File: src/rtl/keypad_pkg.sv
// Shared definitions for the keypad scanner: FSM encoding, key map, key codes and event helpers.
package keypad_pkg;

  typedef enum logic [1:0] {
    ST_SCAN     = 2'd0,
    ST_DEBOUNCE = 2'd1,
    ST_HELD     = 2'd2,
    ST_RELEASE  = 2'd3
  } state_e;

  typedef enum logic [1:0] {
    EV_NONE      = 2'd0,
    EV_DIGIT     = 2'd1,
    EV_ENTER     = 2'd2,
    EV_BACKSPACE = 2'd3
  } event_e;

  localparam logic [3:0] KEY_STAR = 4'hE;
  localparam logic [3:0] KEY_HASH = 4'hF;

  // Indexed by {row, col}; entry 0 is row 0 / column 0 ('1').
  localparam logic [15:0][3:0] KEY_MAP = {
    4'hD, KEY_HASH, 4'h0, KEY_STAR,
    4'hC, 4'h9,     4'h8, 4'h7,
    4'hB, 4'h6,     4'h5, 4'h4,
    4'hA, 4'h3,     4'h2, 4'h1
  };

  function automatic logic [2:0] low_count(input logic [3:0] rows);
    logic [2:0] n;
    n = 3'd0;
    for (int i = 0; i < 4; i++) begin
      if (!rows[i]) n = n + 3'd1;
    end
    return n;
  endfunction

  function automatic logic [1:0] low_row_idx(input logic [3:0] rows);
    logic [1:0] idx;
    idx = 2'd0;
    for (int i = 3; i >= 0; i--) begin
      if (!rows[i]) idx = 2'(i);
    end
    return idx;
  endfunction

  function automatic event_e key_event(input logic [3:0] code);
    if (code <= 4'd9)     return EV_DIGIT;
    if (code == KEY_HASH) return EV_ENTER;
    if (code == KEY_STAR) return EV_BACKSPACE;
    return EV_NONE;
  endfunction

endpackage

File: src/rtl/keypad_row_sync.sv
// Two-flop synchronizer for the asynchronous, active-low keypad rows.
// Idle (all-ones) after reset so no phantom key is seen while the chain fills.
module keypad_row_sync (
  input  logic       clk,
  input  logic       reset,
  input  logic [3:0] row_in,
  output logic [3:0] row_sync
);

  logic [3:0] meta_q, meta_d;
  logic [3:0] sync_q, sync_d;

  always_comb begin
    meta_d = row_in;
    sync_d = meta_q;
  end

  always_ff @(posedge clk or posedge reset) begin
    if (reset) begin
      meta_q <= 4'hF;
      sync_q <= 4'hF;
    end else begin
      meta_q <= meta_d;
      sync_q <= sync_d;
    end
  end

  assign row_sync = sync_q;

endmodule

File: src/rtl/keypad_event_decoder.sv
// 4x4 keypad scanner/debouncer emitting one-cycle digit/enter/backspace events.
// Define KEYPAD_REPEAT_EN to compile in auto-repeat of a held backspace key.
module keypad_event_decoder
  import keypad_pkg::*;
#(
  parameter int SCAN_DIV        = 1000,
  parameter int DEBOUNCE_CYCLES = 200000,
  parameter int REPEAT_DELAY    = 50000000,
  parameter int REPEAT_PERIOD   = 10000000
) (
  input  logic       clk,
  input  logic       reset,
  input  logic [3:0] row_in,
  output logic [3:0] col_out,
  output logic [3:0] keypad_input,
  output logic       keypad_digit_pressed,
  output logic       keypad_enter_pressed,
  output logic       keypad_backspace_pressed,
  output logic       key_held
);

  localparam int DIV_W = (SCAN_DIV > 1) ? $clog2(SCAN_DIV) : 1;
  localparam int CNT_W = (DEBOUNCE_CYCLES > 1) ? $clog2(DEBOUNCE_CYCLES) : 1;
  localparam logic [DIV_W-1:0] DIV_LAST = DIV_W'(SCAN_DIV - 1);
  localparam logic [CNT_W-1:0] CNT_LAST = CNT_W'(DEBOUNCE_CYCLES - 1);

  if (SCAN_DIV < 1 || DEBOUNCE_CYCLES < 1 || REPEAT_DELAY < 1 || REPEAT_PERIOD < 1) begin : g_bad_params
    $error("keypad_event_decoder: timing parameters must all be at least 1");
  end

  state_e            state_q, state_d;
  logic [1:0]        col_idx_q, col_idx_d;
  logic [DIV_W-1:0]  div_q, div_d;
  logic [CNT_W-1:0]  cnt_q, cnt_d;
  logic [3:0]        row_pat_q, row_pat_d;
  logic [1:0]        row_idx_q, row_idx_d;
  logic [3:0]        keypad_input_q, keypad_input_d;
  logic              key_held_q, key_held_d;
  logic              digit_q, digit_d;
  logic              enter_q, enter_d;
  logic              backspace_q, backspace_d;

  logic [3:0] rows_s;
  logic [2:0] n_low;
  logic       div_done;
  logic       cnt_done;
  logic       pat_match;
  logic       all_high;
  logic       accept;
  logic       release_done;
  logic [3:0] accept_code;
  logic       rep_fire;

  keypad_row_sync u_row_sync (
    .clk      (clk),
    .reset    (reset),
    .row_in   (row_in),
    .row_sync (rows_s)
  );

  assign n_low        = low_count(rows_s);
  assign div_done     = (div_q == DIV_LAST);
  assign cnt_done     = (cnt_q == CNT_LAST);
  assign pat_match    = (rows_s == row_pat_q);
  assign all_high     = &rows_s;
  assign accept       = (state_q == ST_DEBOUNCE) && pat_match && cnt_done;
  assign release_done = (state_q == ST_RELEASE) && all_high && cnt_done;
  assign accept_code  = KEY_MAP[{row_idx_q, col_idx_q}];

  always_ff @(posedge clk or posedge reset) begin
    if (reset) begin
      state_q        <= ST_SCAN;
      col_idx_q      <= 2'd0;
      div_q          <= '0;
      cnt_q          <= '0;
      row_pat_q      <= 4'hF;
      row_idx_q      <= 2'd0;
      keypad_input_q <= 4'h0;
      key_held_q     <= 1'b0;
      digit_q        <= 1'b0;
      enter_q        <= 1'b0;
      backspace_q    <= 1'b0;
    end else begin
      state_q        <= state_d;
      col_idx_q      <= col_idx_d;
      div_q          <= div_d;
      cnt_q          <= cnt_d;
      row_pat_q      <= row_pat_d;
      row_idx_q      <= row_idx_d;
      keypad_input_q <= keypad_input_d;
      key_held_q     <= key_held_d;
      digit_q        <= digit_d;
      enter_q        <= enter_d;
      backspace_q    <= backspace_d;
    end
  end

  // Multiple low rows in one column is ghosting: skip it rather than guess a key.
  always_comb begin
    state_d = state_q;
    case (state_q)
      ST_SCAN: begin
        if (div_done && n_low == 3'd1) state_d = ST_DEBOUNCE;
      end
      ST_DEBOUNCE: begin
        if (!pat_match)    state_d = ST_SCAN;
        else if (cnt_done) state_d = ST_HELD;
      end
      ST_HELD: begin
        if (all_high) state_d = ST_RELEASE;
      end
      ST_RELEASE: begin
        if (!all_high)     state_d = ST_HELD;
        else if (cnt_done) state_d = ST_SCAN;
      end
      default: state_d = ST_SCAN;
    endcase
  end

  always_comb begin
    col_idx_d = col_idx_q;
    div_d     = div_q;
    cnt_d     = cnt_q;
    row_pat_d = row_pat_q;
    row_idx_d = row_idx_q;
    case (state_q)
      ST_SCAN: begin
        cnt_d = '0;
        if (div_done) begin
          div_d = '0;
          if (n_low == 3'd1) begin
            row_pat_d = rows_s;
            row_idx_d = low_row_idx(rows_s);
          end else begin
            col_idx_d = col_idx_q + 2'd1;
          end
        end else begin
          div_d = div_q + DIV_W'(1);
        end
      end
      ST_DEBOUNCE: begin
        if (!pat_match) begin
          div_d = '0;
          cnt_d = '0;
        end else if (cnt_done) begin
          cnt_d = '0;
        end else begin
          cnt_d = cnt_q + CNT_W'(1);
        end
      end
      ST_HELD: begin
        cnt_d = '0;
      end
      ST_RELEASE: begin
        if (!all_high) begin
          cnt_d = '0;
        end else if (cnt_done) begin
          cnt_d     = '0;
          div_d     = '0;
          col_idx_d = col_idx_q + 2'd1;
        end else begin
          cnt_d = cnt_q + CNT_W'(1);
        end
      end
      default: begin
        cnt_d = '0;
        div_d = '0;
      end
    endcase
  end

  always_comb begin
    digit_d        = 1'b0;
    enter_d        = 1'b0;
    backspace_d    = rep_fire;
    keypad_input_d = keypad_input_q;
    key_held_d     = key_held_q;
    if (accept) begin
      keypad_input_d = accept_code;
      key_held_d     = 1'b1;
      case (key_event(accept_code))
        EV_DIGIT:     digit_d     = 1'b1;
        EV_ENTER:     enter_d     = 1'b1;
        EV_BACKSPACE: backspace_d = 1'b1;
        default:      ;
      endcase
    end else if (release_done) begin
      key_held_d = 1'b0;
    end
  end

`ifdef KEYPAD_REPEAT_EN
  localparam int REP_MAX = (REPEAT_DELAY > REPEAT_PERIOD) ? REPEAT_DELAY : REPEAT_PERIOD;
  localparam int REP_W   = (REP_MAX > 1) ? $clog2(REP_MAX) : 1;
  localparam logic [REP_W-1:0] REP_DELAY_LAST  = REP_W'(REPEAT_DELAY - 1);
  localparam logic [REP_W-1:0] REP_PERIOD_LAST = REP_W'(REPEAT_PERIOD - 1);

  logic [REP_W-1:0] rep_cnt_q, rep_cnt_d;
  logic             rep_armed_q, rep_armed_d;
  logic             rep_fire_d;

  // First repeat waits the long delay; once armed, the short period applies until release.
  always_comb begin
    rep_cnt_d   = rep_cnt_q;
    rep_armed_d = rep_armed_q;
    rep_fire_d  = 1'b0;
    if (accept) begin
      rep_cnt_d   = '0;
      rep_armed_d = 1'b0;
    end else if (state_q == ST_HELD && keypad_input_q == KEY_STAR) begin
      if (rep_cnt_q == (rep_armed_q ? REP_PERIOD_LAST : REP_DELAY_LAST)) begin
        rep_fire_d  = 1'b1;
        rep_cnt_d   = '0;
        rep_armed_d = 1'b1;
      end else if (rep_cnt_q != {REP_W{1'b1}}) begin
        rep_cnt_d = rep_cnt_q + REP_W'(1);
      end
    end
  end

  always_ff @(posedge clk or posedge reset) begin
    if (reset) begin
      rep_cnt_q   <= '0;
      rep_armed_q <= 1'b0;
    end else begin
      rep_cnt_q   <= rep_cnt_d;
      rep_armed_q <= rep_armed_d;
    end
  end

  assign rep_fire = rep_fire_d;
`else
  assign rep_fire = 1'b0;
`endif

  assign col_out                  = ~(4'b0001 << col_idx_q);
  assign keypad_input             = keypad_input_q;
  assign key_held                 = key_held_q;
  assign keypad_digit_pressed     = digit_q;
  assign keypad_enter_pressed     = enter_q;
  assign keypad_backspace_pressed = backspace_q;

endmodule
File: config.mk
export PLATFORM = sky130hd
export DESIGN_NAME = keypad_event_decoder
export DESIGN_NICKNAME = d
export VERILOG_FILES = /design/src/rtl/keypad_pkg.sv /design/src/rtl/keypad_row_sync.sv /design/src/rtl/keypad_event_decoder.sv
export SDC_FILE = /design/constraint.sdc
export NUM_CORES = 1
export LEC_CHECK = 0
export ABC_AREA = 1
export BUFFER_PORTS_ARGS = -buffer_cell sky130_fd_sc_hd__buf_2
export CORE_MARGIN = 2
export CORE_UTILIZATION = 35
export CTS_CLUSTER_DIAMETER = 60
export DETAILED_ROUTE_END_ITERATION = 16
export GPL_TIMING_DRIVEN = 0
export PLACE_DENSITY = 0.62
export SLEW_MARGIN = 20
export SYNTH_ARGS = -nofsm -noshare
export SYNTH_HDL_FRONTEND = slang
export SYNTH_SLANG_ARGS = --single-unit
File: constraint.sdc
create_clock -name clk -period 4.2 [get_ports clk]
set_input_delay 0.63 -clock clk [delete_from_list [all_inputs] [get_ports clk]]
set_output_delay 0.63 -clock clk [all_outputs]
set_load 0.03 [all_outputs]
==> results.toml, run 1 <==
[logic_synthesis]
ys_seq_area_share_pct = 45.3
synth_flop_cell = "dfrtp_1"
synth-edff-count = 0
syn-num-nets = 402
syn_inst = 384
syn_area_per_cell_um2 = 7.85
yosys_warnings = 0
synth-seq-cells = 54
ys_types = 35
postSynth.asyncResetShare_pct = 100
syn_area_um2 = 3020

[clock_tree]
cts_tree = "built"
h-tree-depth = 2
cts_setup_buffers = 0
cts-root-to-sink-buffers = 2
clk_latency_ns = 0.31
ctsResizeCount = 0
path_clk_slew_ns = 0.09
hold_buffers = 0
clock-root-buffer = "clkbuf_8"
cts.sinks = 54
numCtsBuffers = 5

[worst_setup_path]
r2r_end = "row_pat_q[3]$_DFFE_PP1P_"
r2r_cells = 12
critical-path-max-stage-delay_ns = 0.58
critPathCaptureType = "flop"
crit-reg2reg-launch = "u_row_sync.row_sync[1]$_DFF_PP1_"
path_class = "reg2reg"
cp.required_ns = 4.43
cp.arrival_ns = 2.49
critPathTopFamily = "adder cells"
path_cells = "inv_1, ha_1, inv_1, nand2_1, nand2_1, ha_1, nor2_1, nand3_1, nand2_1, nand4_1, buf_2, o21ai_0"
timing.critical_path.buf_inv = 3
regToRegSetupSlack_ns = 1.94
critPathLaunchType = "flop"
path_common_cell = "nand2_1"
worstPathMaxFanout = 10
crit_slowest_cell = "dfstp_2"

[timing]
fin_crit_sh_pct = 53.9
setup_tns_ns = 0
hold_violations = 0
finalMaxSlewViolations = 0
timing.final.ws_setup_ns = 1.94
fin_crit_ns = 2.26
rsz0062_at_grt = "false"
fmax_mhz = 442
finalSetupViolations = 0
tightest_slew_ns = 0.659
clock_skew_ns = 0.00482
slew_headroom_pct = 56.1

[global_routing]
use_met2_pct = 21.5
top_usage_layer = "met2"
grt_pass1_vias = 2366
use_met1_pct = 17.8
antenna_found_initial = 0
grtUsageMet3_pct = 2.46
overflow = 0
grt_pass1_wl_um = 10500
grt_max_degree = 55
grtUsageTotal_pct = 13.2

[floorplan]
core_area_um2 = 8300
io_pins = 18
start_util_pct = 36.3
die_y_um = 96.8
die_w_um = 96.8
rows = 33
die_area_um2 = 9370

[cells_and_area]
most-common-layout-cells = "nand2_1, inv_1, nor2_1"
area_delta_synth_final_pct = 10.9
stdcell_count = 514
nFillCells = 863
multi_input_area_um2 = 1420
fin_util_pct = 40.3
regArea_um2 = 1370
final_common_cell = "nand2_1"
drive_gt1_share_pct = 13.7
nets = 426
antennaDiodeCount = 0

[placement]
dp_slack_ns = 1.93
place_inst = 506
dp_hpwl_um = 4220
gp_congestion = 0.826
port_buffers = 17

[routing]
route.detailed.drc = 0
drt-initial-drc-count = 111
wl_um = 5820
first_pass_iters = 5
viasPerCell = 4.77
drt-wirelength-per-cell_um = 11.3
antenna_left = 0
vias = 2453

[hold_path]
holdCritPathClass = "reg2reg"
hp-start = "u_row_sync.meta_q[1]$_DFF_PP1_"
hold-path-endpoint = "u_row_sync.row_sync[1]$_DFF_PP1_"
min_path_cells = 0

[power]
leakage_nw = 1.55
ir_drop_mv = 0.112
powerDensity_nw_per_um2 = 269

[status]
status = "finished, final reports clean"

[flow_run]
drv_cap = 0
[cells by family after synthesis]
family | synth area share [%]
AOI/OAI and AO/OA | 7.14
xor gates and xnor gates | 3.49
adders and majority gates | 4.98
buffers and inverters | 7.55
DFF | 45.3
and+or+nand+nor | 31.5
[how the worst max path moves through the flow]
stage                                startpoint  slack [ns]                  endpoint  cells past startpoint
4_1_cts        u_row_sync.row_sync[1]$_DFF_PP1_        1.92  row_pat_q[3]$_DFFE_PP1P_                     12
5_1_grt        u_row_sync.row_sync[1]$_DFF_PP1_        1.66  row_pat_q[0]$_DFFE_PP1P_                     12
6_report       u_row_sync.row_sync[1]$_DFF_PP1_        1.94  row_pat_q[3]$_DFFE_PP1P_                     12
2_1_floorplan  u_row_sync.row_sync[0]$_DFF_PP1_        2.12  row_idx_q[0]$_DFFE_PP0P_                     13
3_5_place_dp   u_row_sync.row_sync[1]$_DFF_PP1_        1.93  row_pat_q[0]$_DFFE_PP1P_                     12
3_3_place_gp                              reset        1.53      div_q[4]$_DFFE_PP0P_                      2
[where the power goes]
part	internal (mW)	leakage, nW	total (mW)	switching, mW
sequential	0.527	0.698	0.530	0.00334
combinational	0.00895	0.790	0.0318	0.0228
clock	0.167	0.0575	0.338	0.171
[flip-flops by register name (all words and copies together), names as in the netlist]
signal                    cells
div_q                        10
keypad_digit_pressed          1
u_row_sync.row_sync           4
row_pat_q                     4
u_row_sync.meta_q             4
cnt_q                        18
key_held                      1
keypad_input                  4
keypad_enter_pressed          1
col_idx_q                     2
keypad_backspace_pressed      1
row_idx_q                     2
state_q                       2
[cell usage after synthesis (2+ instances only)]
master,number,area (µm²)
o21ai_1,6,30.0
xnor2_1,2,17.5
nand2_4,2,22.5
buf_6,2,22.5
a21oi_1,8,40.0
o211ai_1,2,15.0
o21ai_0,14,70.1
buf_2,2,10.0
ha_1,12,150
nor2_2,3,18.8
nor3_1,7,35.0
o21bai_1,2,15.0
nand2_1,102,383
nand3_1,29,145
nor2_1,47,176
inv_1,51,191
nand4_1,11,68.8
nor3b_1,2,15.0
dfstp_2,12,315
nand3_2,2,20.0
o21a_1,2,15.0
xor2_1,10,87.6
dfrtp_1,42,1050
[through the flow]
stage                     power [mW]  area, µm²  hold slack (ns)
after floorplan                0.563       3020            0.345
after global placement         0.572       3230            0.346
after detailed placement       0.573       3230            0.347
after CTS                      0.914       3340            0.362
after global routing           0.941       3340            0.365
final                          0.900       3340            0.360
[metal layers]
metal  up-vias  wire (µm)
met2        45       2580
met5         -          0
met4         0         82
li1       1266          -
met1      1136       2980
met3         6        182
[area by class of cell]
class,count,area share (%)
multi-input cells,274,42.5
flip-flops and latches,54,40.9
inverters,52,5.91
well taps,105,3.93
clock buffers,8,3.29
repair buffers,17,2.54
plain buffers,4,0.973
(Power assumes the default switching activity.)
==> run 2, diff against run 1 <==
- ABC_AREA: 1 -> 0
- PLACE_DENSITY: 0.62 -> 0.64
- clock period: 4.2 -> 2 ns (I/O delays scaled with it)
==> run 2 against run 1 <==
Compared with the run above: the flow now finishes with violations (setup timing); flip-flop and latch count unchanged; clock-buffer cell count down 1; design area up 11%; largest cell class unchanged.
==> results.toml, run 2 <==
[routing]
antenna_left = 0
vias = 2174
drt-wirelength-per-cell_um = 13.4
route.detailed.drc = 0
wl_um = 5840
drt-initial-drc-count = 97
viasPerCell = 5.00
first_pass_iters = 4

[placement]
place_inst = 395
gp_congestion = 0.829
port_buffers = 17
dp_hpwl_um = 3580

[timing]
timing.final.ws_setup_ns = -0.284
fin_crit_sh_pct = 114
fin_crit_ns = 2.28
rsz0062_at_grt = "true"
finalSetupViolations = 41
tightest_slew_ns = 0.546
slew_headroom_pct = 63.2
clock_skew_ns = 0.00603
fmax_mhz = 438
finalMaxSlewViolations = 0
hold_violations = 0

[floorplan]
start_util_pct = 36.4
core_area_um2 = 7770
die_y_um = 93.9
io_pins = 18
die_area_um2 = 8820
die_w_um = 93.9
rows = 32

[logic_synthesis]
syn_area_per_cell_um2 = 10.3
syn_inst = 275
yosys_warnings = 0
synthTopCellsByArea = "dfrtp_1, dfstp_2, ha_1"
post-synth-top-count-cell = "dfrtp_1"
ys_seq_area_share_pct = 48.3
synth-edff-count = 0
synth_common_cells = "dfrtp_1, nor2_1, nand2_1"
synth-seq-cells = 54
synth_flop_cell = "dfrtp_1"
syn-num-nets = 293
postSynth.asyncResetShare_pct = 100
yosys.area.top_type = "dfrtp_1"
synth_top_area_share_pct = 37.2
ys_types = 52
syn_area_um2 = 2830

[cells_and_area]
final_common_cell = "dfrtp_1"
largest_reg_flops = 18
top_regs = "cnt_q (18), div_q (10)"
area_delta_synth_final_pct = 30.6
nFillCells = 729
stdcell_count = 435
drive_gt1_share_pct = 35.1
nets = 350
antennaDiodeCount = 0
most-common-layout-cells = "dfrtp_1, nor2_1, buf_4"
largest_register = "cnt_q"

[power]
p_int_mw = 1.52
powerDensity_nw_per_um2 = 527
leakage_nw = 1.68
power_mw = 1.95
pwr-share-clk_pct = 37.5
p_comb_share_pct = 5.3
ir_drop_mv = 0.360
seq_power_share_pct = 57.2
netSwitchingPower_mw = 0.430
swShare_pct = 22.1

[clock_tree]
cts.sinks = 54
clk_latency_ns = 0.31
cts-root-to-sink-buffers = 2
hold_buffers = 0
h-tree-depth = 2
path_clk_slew_ns = 0.10
cts_tree = "built"
clock-root-buffer = "clkbuf_8"
numCtsBuffers = 5

[worst_setup_path]
cp.required_ns = 2.21
crit-reg2reg-launch = "cnt_q[9]$_DFF_PP0_"
cp.arrival_ns = 2.49
regToRegSetupSlack_ns = -0.28
critPathCaptureType = "flop"
critPathLaunchType = "flop"
worstPathMaxFanout = 2
path_class = "reg2reg"
r2r_cells = 5
r2r_end = "keypad_input[0]$_DFFE_PP0P_"

[global_routing]
grt_pass1_wl_um = 9870
antenna_found_initial = 0
grtUsageTotal_pct = 14.1
grt_pass1_vias = 2154
overflow = 0
grt_max_degree = 32

[hold_path]
holdCritPathClass = "in2async"

[status]
status = "finished with violations"
violations = "setup timing"

[flow_run]
drv_cap = 0
[run 2: cell families after synthesis]
logic type               Yosys count  synth area share, %
AO/OA/AOI/OAI                     41                 9.38
XOR/XNOR                          23                 7.12
adder cells (fa/ha/maj)           12                 5.31
buffers and inverters             28                 4.07
flip-flops                        54                 48.3
multiplexers                      12                 5.04
AND/OR/NAND/NOR                  105                 20.8
[run 2: timing repair]
item / 4_1_cts / 5_1_grt
setup endpoints to repair: 38 / 45
gates cloned: 1 / 0
buffers inserted: 24 / 8
pin swaps: 10 / 14
gates resized for setup: 23 / 27
[run 2: power by group through the flow]
stage               Sequential, mW  Combinational, mW  Clock [mW]
global placement              1.13             0.0700           0
finish                        1.11              0.103       0.731
CTS                           1.11             0.0920       0.753
floorplan                     1.13             0.0549           0
detailed placement            1.13             0.0764           0
global route                  1.11              0.117       0.787
[run 2: layout make-up]
type | count | area [µm²] | area share (%)
well taps | 102 | 128 | 3.45
clock inverters | 1 | 8.76 | 0.237
flip-flops and latches | 54 | 1370 | 37.0
inverters | 18 | 70.1 | 1.90
repair buffers | 50 | 422 | 11.4
multi-input cells | 193 | 1520 | 41.1
plain buffers | 10 | 75.1 | 2.03
clock buffers | 7 | 108 | 2.91
[run 2: how the worst max path moves through the flow]
stage,start,end,slack [ns],cells past startpoint
2_1_floorplan,cnt_q[9]$_DFF_PP0_,keypad_input[0]$_DFFE_PP0P_,-0.21,5
3_3_place_gp,cnt_q[9]$_DFF_PP0_,keypad_input[0]$_DFFE_PP0P_,-0.34,5
3_5_place_dp,u_row_sync.row_sync[2]$_DFF_PP1_,row_pat_q[3]$_DFFE_PP1P_,-0.37,7
4_1_cts,cnt_q[15]$_DFF_PP0_,keypad_input[0]$_DFFE_PP0P_,-0.28,5
5_1_grt,cnt_q[9]$_DFF_PP0_,keypad_input[0]$_DFFE_PP0P_,-0.32,5
6_report,cnt_q[9]$_DFF_PP0_,keypad_input[0]$_DFFE_PP0P_,-0.28,5
[run 2: critical path: stages (launching register included)]
cell and delay, ns:
dfrtp_1 0.40, or4b_4 0.55, or4_4 0.49, and4bb_1 0.31, buf_6 0.13, mux2_4 0.29
[run 2: metrics by stage]
| step | util [%] | setup WS, ns | TNS (ns) | hold WS (ns) | area, µm² |
|---|---|---|---|---|---|
| global route | 47.6 | -0.322 | -9.14 | 0.0470 | 3700 |
| detailed placement | 39.7 | -0.371 | -6.70 | 0.347 | 3080 |
| global placement | 39.4 | -0.345 | -16.62 | 0.346 | 3060 |
| finish | 47.6 | -0.284 | -5.35 | 0.00296 | 3700 |
| floorplan | - | -0.211 | -0.590 | 0.304 | 2850 |
| CTS | 45.5 | -0.281 | -6.99 | 0.0119 | 3530 |
[run 2: routing by layer]
layer | wire [µm] | GRT usage, %
met4 | 120 | 5.43
met2 | 2890 | 23.5
met5 | 0 | 0
met1 | 2670 | 18.0
met3 | 160 | 2.89
==> run 3, diff against run 2 <==
- CORE_UTILIZATION: 35 -> 30
- PLACE_DENSITY: 0.64 -> 0.58
==> run 3 against run 2 <==
Compared with the run above: the run still ends with setup timing left; clock power fell by 11%; clock-buffer cell count down 1; wire length fell by 8.8%; critical path depth is the same; clock skew grew 0.0030 ns; via count decreased by 5.2%; largest cell class unchanged.
==> results.toml, run 3 (same netlist as run 2, synthesis figures left out) <==
[timing]
fin_crit_sh_pct = 112
finalSetupViolations = 19
timing.final.ws_setup_ns = -0.249
hold_violations = 0
slew_headroom_pct = 56.0
tightest_slew_ns = 0.660
fin_crit_ns = 2.25
whs_ns = 0.0836
setup_tns_ns = -2.58
fmax_mhz = 445
clock_skew_ns = 0.00901
finalMaxSlewViolations = 0
rsz0062_at_grt = "true"

[power]
powerDensity_nw_per_um2 = 542
ir_drop_mv = 0.247
p_comb_share_pct = 5.0
p_int_mw = 1.43
swShare_pct = 22.9
netSwitchingPower_mw = 0.426
leakage_nw = 1.55
pwr-share-clk_pct = 35.0
seq_power_share_pct = 60.0

[placement]
dp_slack_ns = -0.355
port_buffers = 17
place_inst = 403
dp_hpwl_um = 3580
gp_congestion = 0.757

[clock_tree]
numCtsBuffers = 5
clock-root-buffer = "clkbuf_8"
cts-root-to-sink-buffers = 2
cts.sinks = 54
hold_buffers = 0
h-tree-depth = 2
cts_tree = "built"
path_clk_slew_ns = 0.10
clk_latency_ns = 0.31

[status]
violations = "setup timing"
status = "finished with violations"

[flow_run]
drv_cap = 0

[global_routing]
grtUsageTotal_pct = 11.6
grt_pass1_vias = 2101
overflow = 0
grt_pass1_wl_um = 9630
grt_max_degree = 55
antenna_found_initial = 0

[routing]
viasPerCell = 4.79
wl_um = 5330
antenna_left = 0
route.detailed.drc = 0
drt-initial-drc-count = 70
vias = 2061
first_pass_iters = 4
drt-wirelength-per-cell_um = 12.4

[cells_and_area]
stdcell_count = 430
largest_reg_flops = 18
antennaDiodeCount = 0
area_delta_synth_final_pct = 21.3
drive_gt1_share_pct = 28.5
top_regs = "cnt_q (18), div_q (10)"
nets = 336
nFillCells = 928
most-common-layout-cells = "dfrtp_1, nor2_1, buf_4"
final_common_cell = "dfrtp_1"
largest_register = "cnt_q"
fin_util_pct = 37.3

[floorplan]
die_area_um2 = 10200
die_y_um = 101
core_area_um2 = 9200
start_util_pct = 30.8
die_w_um = 101
io_pins = 18
rows = 35

[worst_setup_path]
critical-path-max-stage-delay_ns = 0.52
cp.arrival_ns = 2.45
worstPathMaxFanout = 2
critPathLaunchType = "flop"
cp.required_ns = 2.20
path_class = "reg2reg"
critPathCaptureType = "flop"
path_cells = "or4b_4, or4_1, and4bb_1, buf_6, mux2_4"
crit_slowest_cell = "or4b_4"

[hold_path]
holdCritPathClass = "in2async"
[run 3: cell count changes in the layout (fill, tap and decap cells not counted), sizes merged]
cell	previous run	this run
clkbuf	14	12
clkinv	0	2
buf	53	40
inv	19	18
[run 3: final cells by class]
| cell class | count | area [µm²] | area share (%) |
|---|---|---|---|
| plain buffers | 9 | 58.8 | 1.71 |
| clock buffers | 6 | 82.6 | 2.41 |
| clock inverters | 2 | 17.5 | 0.511 |
| inverters | 18 | 72.6 | 2.12 |
| multi-input cells | 193 | 1440 | 41.9 |
| flip-flops and latches | 54 | 1370 | 39.8 |
| well taps | 111 | 139 | 4.05 |
| repair buffers | 37 | 255 | 7.44 |
[run 3: per-layer routing]
layer | global-route usage, % | vias up | wire, µm
li1 | - | 1042 | -
met1 | 15.7 | 991 | 2700
met2 | 18.8 | 24 | 2430
met3 | 2.50 | 4 | 145
met4 | 3.12 | 0 | 48
met5 | 0 | - | 0
[run 3: final timing paths]
| check | startpoint | end | slack, ns | cells after the start |
|---|---|---|---|---|
| worst max-delay path | cnt_q[9]$_DFF_PP0_ | keypad_input[0]$_DFFE_PP0P_ | -0.25 | 5 |
| worst min-delay path | reset | row_idx_q[1]$_DFFE_PP0P_ | 0.08 | 2 |
| worst max register to register | cnt_q[9]$_DFF_PP0_ | keypad_input[0]$_DFFE_PP0P_ | -0.25 | 5 |
| worst min register to register | u_row_sync.meta_q[0]$_DFF_PP1_ | u_row_sync.row_sync[0]$_DFF_PP1_ | 0.36 | 0 |
| max in group asynchronous | reset | keypad_input[0]$_DFFE_PP0P_ | 1.48 | 2 |
| min in group clk | row_in[3] | u_row_sync.meta_q[3]$_DFF_PP1_ | 0.08 | 1 |
[run 3: stage by stage]
step,instance area [µm²],total power [mW]
final,3430,1.86
after global routing,3430,1.94
after detailed placement,3080,1.21
after global placement,3070,1.20
after CTS,3370,1.88
after floorplan,2850,1.19
[run 3: critical path, delay by kind of cell, from the launching register on]
family | cells | cell delay [ns]
buf+inv | 1 | 0.13
flops | 1 | 0.41
mux | 1 | 0.28
simple gates | 3 | 1.32
[run 3: power groups by stage]
stage / sequential (mW) / combinational [mW] / clock, mW
after floorplan: 1.13 / 0.0549 / 0
after global placement: 1.13 / 0.0709 / 0
after detailed placement: 1.13 / 0.0738 / 0
after CTS: 1.11 / 0.0855 / 0.684
after global routing: 1.12 / 0.105 / 0.721
final: 1.12 / 0.0929 / 0.652
[run 3: repair_timing]
item	4_1_cts	5_1_grt
pin swaps	9	4
setup endpoints to repair	39	38
resized for setup	17	7
setup buffers	17	3
cloned	0	0
